==> src/rtl/mux_rr_pipe_if.sv <==
// Handshake/bus bundle for mux_rr_pipe.
//   in_data   : N packed channels, channel k at [k*W +: W]
//   in_valid  : per-channel offer
//   in_ack    : one-hot acknowledge of the channel captured this cycle
//   mode      : 0 = direct select by op, 1 = round-robin scan
//   op        : direct-mode channel index
//   out_data  : registered selected word
//   out_chan  : channel index of out_data
//   out_valid : out_data/out_chan hold an unconsumed word
//   out_ready : consumer accepts when out_valid && out_ready
//   sel_err   : sticky illegal direct-select flag
// master = producer/consumer side, slave = the mux.
interface mux_rr_pipe_if #(
    parameter int unsigned W    = 8,
    parameter int unsigned N    = 8,
    parameter int unsigned SELW = 3
);
    logic [N*W-1:0]  in_data;
    logic [N-1:0]    in_valid;
    logic [N-1:0]    in_ack;
    logic            mode;
    logic [SELW-1:0] op;
    logic [W-1:0]    out_data;
    logic [SELW-1:0] out_chan;
    logic            out_valid;
    logic            out_ready;
    logic            sel_err;

    modport master (
        output in_data, in_valid, mode, op, out_ready,
        input  in_ack, out_data, out_chan, out_valid, sel_err
    );

    modport slave (
        input  in_data, in_valid, mode, op, out_ready,
        output in_ack, out_data, out_chan, out_valid, sel_err
    );
endinterface

==> src/rtl/mux_rr_pipe.sv <==
// N-channel mux with direct or round-robin selection into a one-word
// registered output stage with valid/ready flow control.
//   clk   : rising-edge clock
//   rst_n : synchronous active-low reset
//   bus   : mux_rr_pipe_if slave (inputs, acks, registered output, sel_err)
module mux_rr_pipe #(
    parameter int unsigned W    = 8,
    parameter int unsigned N    = 8,
    parameter int unsigned SELW = 3
) (
    input logic         clk,
    input logic         rst_n,
    mux_rr_pipe_if.slave bus
);

    logic [W-1:0]    data_q;
    logic [SELW-1:0] chan_q;
    logic [SELW-1:0] ptr_q;
    logic            valid_q;
    logic            err_q;

    logic            can_load;
    logic            op_ok;
    logic            dir_hit;
    logic            rr_hit;
    logic [SELW-1:0] rr_idx;
    logic            cap;
    logic [SELW-1:0] cap_idx;
    logic [W-1:0]    cap_data;
    logic [N-1:0]    ack;

    // Direct mode: op in range and that channel is offering.
    always_comb begin
        op_ok   = 32'(bus.op) < N;
        dir_hit = 1'b0;
        for (int unsigned k = 0; k < N; k++) begin
            if (SELW'(k) == bus.op && bus.in_valid[k]) begin
                dir_hit = 1'b1;
            end
        end
    end

    // Round-robin: first valid channel after ptr, wrapping, ptr itself last.
    always_comb begin
        int unsigned idx;
        idx    = 0;
        rr_hit = 1'b0;
        rr_idx = '0;
        for (int unsigned i = 1; i <= N; i++) begin
            idx = 32'(ptr_q) + i;
            if (idx >= N) begin
                idx = idx - N;
            end
            if (!rr_hit && bus.in_valid[SELW'(idx)]) begin
                rr_hit = 1'b1;
                rr_idx = SELW'(idx);
            end
        end
    end

    // Capture decision, one-hot acknowledge and data select.
    always_comb begin
        can_load = !valid_q || bus.out_ready;
        cap      = 1'b0;
        cap_idx  = '0;
        ack      = '0;
        cap_data = '0;
        if (rst_n && can_load) begin
            if (!bus.mode) begin
                if (op_ok && dir_hit) begin
                    cap     = 1'b1;
                    cap_idx = bus.op;
                end
            end else if (rr_hit) begin
                cap     = 1'b1;
                cap_idx = rr_idx;
            end
        end
        for (int unsigned k = 0; k < N; k++) begin
            if (SELW'(k) == cap_idx) begin
                ack[k]   = cap;
                cap_data = bus.in_data[k*W +: W];
            end
        end
    end

    // Output stage, round-robin pointer and sticky error.
    always_ff @(posedge clk) begin
        if (!rst_n) begin
            data_q  <= '0;
            chan_q  <= '0;
            valid_q <= 1'b0;
            err_q   <= 1'b0;
            ptr_q   <= SELW'(N - 1);
        end else begin
            if (cap) begin
                data_q  <= cap_data;
                chan_q  <= cap_idx;
                valid_q <= 1'b1;
                if (bus.mode) begin
                    ptr_q <= cap_idx;
                end
            end else if (can_load) begin
                valid_q <= 1'b0;
            end
            if (!bus.mode && !op_ok) begin
                err_q <= 1'b1;
            end
        end
    end

    assign bus.in_ack    = ack;
    assign bus.out_data  = data_q;
    assign bus.out_chan  = chan_q;
    assign bus.out_valid = valid_q;
    assign bus.sel_err   = err_q;

endmodule

==> src/flat_wrapper.sv <==
// flat-port wrapper written by rule: the top's interface ports become plain ports
module mux_rr_pipe_flat 
#(
    parameter int unsigned W    = 8,
    parameter int unsigned N    = 8,
    parameter int unsigned SELW = 3
)
  (clk, rst_n, bus_in_data, bus_in_valid, bus_mode, bus_op, bus_out_ready, bus_in_ack, bus_out_data, bus_out_chan, bus_out_valid, bus_sel_err);
  mux_rr_pipe_if #(.W(W), .N(N), .SELW(SELW)) bus_i ();
  input logic clk;
  input logic rst_n;
  input wire logic [$bits(bus_i.in_data)-1:0] bus_in_data;
  input wire logic [$bits(bus_i.in_valid)-1:0] bus_in_valid;
  input wire logic [$bits(bus_i.mode)-1:0] bus_mode;
  input wire logic [$bits(bus_i.op)-1:0] bus_op;
  input wire logic [$bits(bus_i.out_ready)-1:0] bus_out_ready;
  output wire logic [$bits(bus_i.in_ack)-1:0] bus_in_ack;
  output wire logic [$bits(bus_i.out_data)-1:0] bus_out_data;
  output wire logic [$bits(bus_i.out_chan)-1:0] bus_out_chan;
  output wire logic [$bits(bus_i.out_valid)-1:0] bus_out_valid;
  output wire logic [$bits(bus_i.sel_err)-1:0] bus_sel_err;
  assign bus_i.in_data = bus_in_data;
  assign bus_i.in_valid = bus_in_valid;
  assign bus_i.mode = bus_mode;
  assign bus_i.op = bus_op;
  assign bus_i.out_ready = bus_out_ready;
  assign bus_in_ack = bus_i.in_ack;
  assign bus_out_data = bus_i.out_data;
  assign bus_out_chan = bus_i.out_chan;
  assign bus_out_valid = bus_i.out_valid;
  assign bus_sel_err = bus_i.sel_err;
  mux_rr_pipe #(.W(W), .N(N), .SELW(SELW)) u_core (.clk(clk), .rst_n(rst_n), .bus(bus_i));
endmodule
==> config.mk <==
export PLATFORM = sky130hd
export DESIGN_NAME = mux_rr_pipe_flat
export DESIGN_NICKNAME = d
export VERILOG_FILES = /design/src/rtl/mux_rr_pipe_if.sv /design/src/rtl/mux_rr_pipe.sv /design/src/flat_wrapper.sv
export SDC_FILE = /design/constraint.sdc
export NUM_CORES = 1
export LEC_CHECK = 0
export CORE_MARGIN = 3
export CORE_UTILIZATION = 62
export CTS_CLUSTER_SIZE = 14
export DETAILED_ROUTE_END_ITERATION = 8
export DONT_BUFFER_PORTS = 1
export GPL_TIMING_DRIVEN = 0
export PLACE_DENSITY = 0.76
export SYNTH_ARGS = -nofsm -noshare
export SYNTH_HDL_FRONTEND = slang
export SYNTH_SLANG_ARGS = --single-unit
export TNS_END_PERCENT = 10
==> constraint.sdc <==
create_clock -name clk -period 7.7 [get_ports clk]
set_input_delay 1.155 -clock clk [delete_from_list [all_inputs] [get_ports clk]]
set_output_delay 1.155 -clock clk [all_outputs]
set_load 0.01 [all_outputs]
; After elaboration in Yosys (flattened, before gate mapping)
; Index checks and enable logic that the tools add are counted.
[totals]
input_bits = 79
register_bits = 15
[classes]
n_eq_ne = 14
mux = 74
addsub = 16
reduce_logical = 29
magnitude_cmp = 16
[op_table]
columns = op, count
row1 = 8-bit 2-to-1 mux, 8
row2 = 3-bit 2-to-1 mux, 20
row3 = 1-bit 2-to-1 mux, 38
row4 = 3-bit by 4-bit < comparator with 1-bit output (second input constant), 8
row5 = 4-bit >= comparator (second input constant), 7
row6 = 1-bit binary-select mux with 3-bit select, 8
row7 = 3-bit equality test (first input constant), 8
row8 = 3-bit by 1-bit subtractor with 3-bit output (second input constant), 8
row9 = 3-bit by 3-bit adder with 4-bit output (second input constant), 4
row10 = 1-bit logical AND, 16
row11 = 2-bit by 3-bit equality test with 1-bit output (first input constant), 4
row12 = 3-bit by 2-bit adder with 4-bit output (second input constant), 2
row13 = 1-bit logical NOT, 8
row14 = 1-bit by 3-bit equality test with 1-bit output (first input constant), 2
row15 = 3-bit logical NOT, 2
row16 = 3-bit by 4-bit adder with 5-bit output (second input constant), 1
row17 = 5-bit by 4-bit >= comparator with 1-bit output (second input constant), 1
row18 = 3-bit by 1-bit adder with 4-bit output (second input constant), 1
row19 = 2-bit AND reduction, 1
row20 = 2-bit nonzero test, 1
row21 = 1-bit logical OR, 1

; Logic depth before layout (Yosys ltp)
[logic_depth]
word_depth = 39
ltp_mapped = 17
depth_no_buf = 12

; Least setup slack after synthesis
; Ideal clock, no wire load.
[synth_path]
path_kind = flip-flop to output port
from = reg u_core.ptr_q[1]
to = out bus_in_ack[0]
path_slack_ns = 2.881
n_path_buf = 5
arrival_ns = 3.664
path_stages_with_launch = 15
cell_sequence = dfxtp_1 > buf_6 > clkbuf_1 > inv_1 > ha_1 > buf_2 > mux2_1 > mux2_2 > a2111oi_0 > a21oi_1 > a32oi_1 > a211oi_2 > buf_2 > buf_6 > nor4_1
[synth_via]
elab_chain_cells = 32
word_cells_on_any_way = 86
[synth_lines]
columns = item, line_no
row1 = "start, declared", mux_rr_pipe.sv:18  ; logic [SELW-1:0] ptr_q;
row2 = "start signal, assigned", mux_rr_pipe.sv:94  ; ptr_q <= SELW'(N - 1);
row3 = "start signal, assigned", mux_rr_pipe.sv:101  ; ptr_q <= cap_idx;
row4 = 3-bit by 1-bit adder with 4-bit output, mux_rr_pipe.sv:50  ; idx = 32'(ptr_q) + i;
row5 = 4-bit >= comparator / 3-bit by 1-bit subtractor with 3-bit output (equally long branches), "mux_rr_pipe.sv:51, mux_rr_pipe.sv:52"
row6 = 3-bit 2-to-1 mux, mux_rr_pipe.sv:51  ; if (idx >= N) begin
row7 = 1-bit binary-select mux with 3-bit select, mux_rr_pipe.sv:54  ; if (!rr_hit && bus.in_valid[SELW'(idx)]) begin
row8 = 1-bit 2-to-1 mux (not written as such), mux_rr_pipe.sv:54
row9 = 1-bit 2-to-1 mux, mux_rr_pipe.sv:54
row10 = 1-bit logical NOT, mux_rr_pipe.sv:54
row11 = 1-bit logical AND, mux_rr_pipe.sv:54
row12 = (+16 left out), -
row13 = 1-bit logical NOT, mux_rr_pipe.sv:54
row14 = 1-bit logical AND, mux_rr_pipe.sv:54
row15 = 3-bit 2-to-1 mux / 1-bit 2-to-1 mux (equally long branches), mux_rr_pipe.sv:54
row16 = 3-bit 2-to-1 mux, mux_rr_pipe.sv:74  ; end else if (rr_hit) begin
row17 = 3-bit 2-to-1 mux, mux_rr_pipe.sv:69  ; if (!bus.mode) begin
row18 = 3-bit 2-to-1 mux, mux_rr_pipe.sv:68  ; if (rst_n && can_load) begin
row19 = 3-bit logical NOT, mux_rr_pipe.sv:80  ; if (SELW'(k) == cap_idx) begin
row20 = 1-bit 2-to-1 mux *, mux_rr_pipe.sv:80
row21 = "end, declared", flat_wrapper.sv:17  ; output wire logic [$bits(bus_i.in_ack)-1:0] bus_in_ack;
; Mark *: on every way between the ends. The rest lies on a longest branch, timed or not. The select of a mux whose other input is x is not followed.

; Final worst setup path
; Ends and elaborated chain as after synthesis.

==> results.tsv <==
metric	value	unit
outcome	completed	
post_cts_buffers	0	
fin_area	2526	µm²
path_class	reg -> out	
swShare	43.77	%
r2r_setup_slack	3080	ps
core_area	3716	µm²
internal_power	0.0002337	W
maxSlewViolCount	0	
synth.ff_latch_count	15	
synthesis.nets	358	
netlist_area	2420	µm²
hold_path.class	reg -> reg	
dieArea	4689	µm²
htree_levels	1	
first_pass_iters	4	
p_leak	1.006	nW
antenna_left	0	
fmax	168.9	MHz
synth_top_area_share	13.03	%
synth_top_area_cell	mux4_2	
cts_tree	yes	
crit_fanout	10	
gp_congestion	0.8644	
slew_headroom	60.80	%
synthTopCellsByArea	mux4_2 (13%), dfxtp_1 (12%), mux2i_1 (7.0%), nand2_1 (4.5%), mux2_2 (3.3%)	
areaGrowthSynthToFinish	4.395	%
clkLatencyLatePin	250	ps
grt_first_pass_wirelength	10.52	mm
via_per_inst	7.143	
synthCells	277	
whs_path_depth	2	
final_cells	329	
r2r_cells	15	
drtIter0Drc	277	
synth_most_common_cell	nand2_1	
numCtsBuffers	3	
clock-sinks	15	
die_y	68.48	µm
p_sw	0.0001819	W
synth_cell_type_count	66	
post_drt_wl_per_cell	20.67	µm
cp-start-kind	register	
fin_nets	363	
antenna_found_initial	0	
timing.critical_path.from	u_core.ptr_q[1]$_SDFFE_PN1P_	
cts_hold_buf	0	
maxCapViolations	0	
cp.required	6550	ps
grt_pass1_vias	2134	
critPathCapture	bus_in_ack[0]	
synth_area_per_cell	8.736	µm²
wirelength	6.799	mm
synth_edf_count	0	
num_rows	22	
power	0.0004156	W
drc	0	
io_buffer_count	0	
r2r_start	u_core.ptr_q[1]$_SDFFE_PN1P_	
period_needed	5921	ps
min_from	u_core.bus.out_chan[0]$_SDFFE_PN0P_	
setup_violations	0	
holdWs	514.7	ps
clockBufferDepth	2	
grt_max_degree	11	
dp_hpwl	5.404	mm
gr-total-overflow	0	
placed_area	2480	µm²
dp_cells	325	
n_antenna_cell	0	
p_clk_share	16.1	%
seq_area_frac_synth	12.41	%
rr_endpoint	u_core.bus.out_data[4]$_SDFFE_PN0P_	
yosysWarnings	0	
ctsResizeCount	0	
vias	2350	
initial_core_util	65.12	%
rsz0062_at_grt	false	
clk_pin_slew_worst_paths	60	ps
seqPwrFrac	25.0	%
cts_root_buffer	clkbuf_8	
hold_viol	0	
p_comb_share	58.9	%
die_x	68.48	µm
finClkSkew	4.173	ps
vdd.ir_drop.worst	0.00007202	V
finalCritPeriodShare	76.90	%
io_pins	100	
end_kind	output port	
tns	0	ps
tightest_slew	588.0	ps
drive_gt1_share	22.78	%
grt_util_all_layers	29.10	%
synthArstFlopShare	0	%
p_per_area	164.5	nW/µm²
synth-main-ff-cell	dfxtp_1	
synthTopCellsByCount	nand2_1 (29), mux2i_1 (17), dfxtp_1 (15)	
critical_path_arrival	4770	ps
-- routing by layer --
metal  track usage (%)  routed length (µm)
met5                 0                   0
met4             4.467                  43
met3             6.404                 711
met2             43.74                3186
met1             42.90                2858
-- sequential cells by signal, summed over array words and instances (netlist names) --
signal	flops
u_core.bus.out_data	8
u_core.bus.out_chan	3
u_core.ptr_q	3
u_core.bus.out_valid	1
-- power groups by stage --
stage	Sequential [W]	Clock [W]	Combinational (W)
finish	0.000104	0.0000669	0.000245
global route	0.000105	0.0000701	0.000267
CTS	0.000104	0.0000658	0.000242
detailed placement	0.000106	0	0.000241
global placement	0.000105	0	0.000237
floorplan	0.000103	0	0.000200
-- worst max-delay path, cell delays in order (launching register included) --
cell       delay [ps]
dfxtp_1           350
buf_6             160
clkbuf_1          450
inv_1             180
ha_1              430
buf_2             300
mux2_1            380
mux2_2            320
a2111oi_0         420
a21oi_1            90
a32oi_1           350
a211oi_2          170
buf_2             220
buf_6             160
nor4_1            520
-- metrics by stage --
step                util, %  setup slack, ps
floorplan                 -             2881
global placement      66.73             2238
detailed placement    66.73             2149
CTS                   67.98             1861
global route          67.98             1492
finish                67.98             1779
-- cell usage in the layout (no fill, tap or decap), types with 3 or more instances in the layout --
cell type and n:
mux2_1 5, a211oi_1 5, o211ai_1 8, buf_2 8, nand3_1 8, a21o_1 5
o41ai_2 4, mux2_2 7, clkbuf_8 3, and2_1 6, nor2b_1 7, o311ai_0 4
buf_6 6, a32oi_1 5, nor3_1 11, mux4_2 14, nor2_1 12, a221oi_2 4
dfxtp_1 15, o21ai_0 10, and3_1 4, a22o_1 3, nand2b_1 7, nand2_1 29
inv_1 7, a21oi_1 6, mux2i_1 17, nor3b_1 4, a22oi_1 3, clkbuf_1 10
-- cell type report --
type,instances,area (µm²)
buffer,25,152.6
clock buffer,3,41.29
clock inverter,1,5.005
fill,344,1190
inverter,9,33.78
multi-input combinational,228,1933
sequential,15,300.3
tap,48,60.06
-- logic make-up after synthesis --
family | after synthesis | share of synthesized area [%]
and+or+nand+nor | 95 | 20.42
AOI/OAI and AO/OA | 82 | 29.94
muxes | 44 | 26.27
buffers and inverters | 34 | 7.705
DFF | 15 | 12.41
xor gates and xnor gates | 4 | 2.069
adders and majority gates | 2 | 1.034
other | 1 | 0.1550
-- worst min path at each step --
| stage | to | slack, ps |
|---|---|---|
| finish | u_core.bus.out_chan[0]$_SDFFE_PN0P_ | 510 |
| global route | u_core.bus.out_chan[0]$_SDFFE_PN0P_ | 540 |
| CTS | u_core.bus.out_chan[0]$_SDFFE_PN0P_ | 520 |
| detailed placement | u_core.bus.out_chan[0]$_SDFFE_PN0P_ | 510 |
| global placement | u_core.bus.out_chan[0]$_SDFFE_PN0P_ | 500 |
| floorplan | u_core.bus.out_chan[0]$_SDFFE_PN0P_ | 490 |
(Power assumes the default switching activity.)
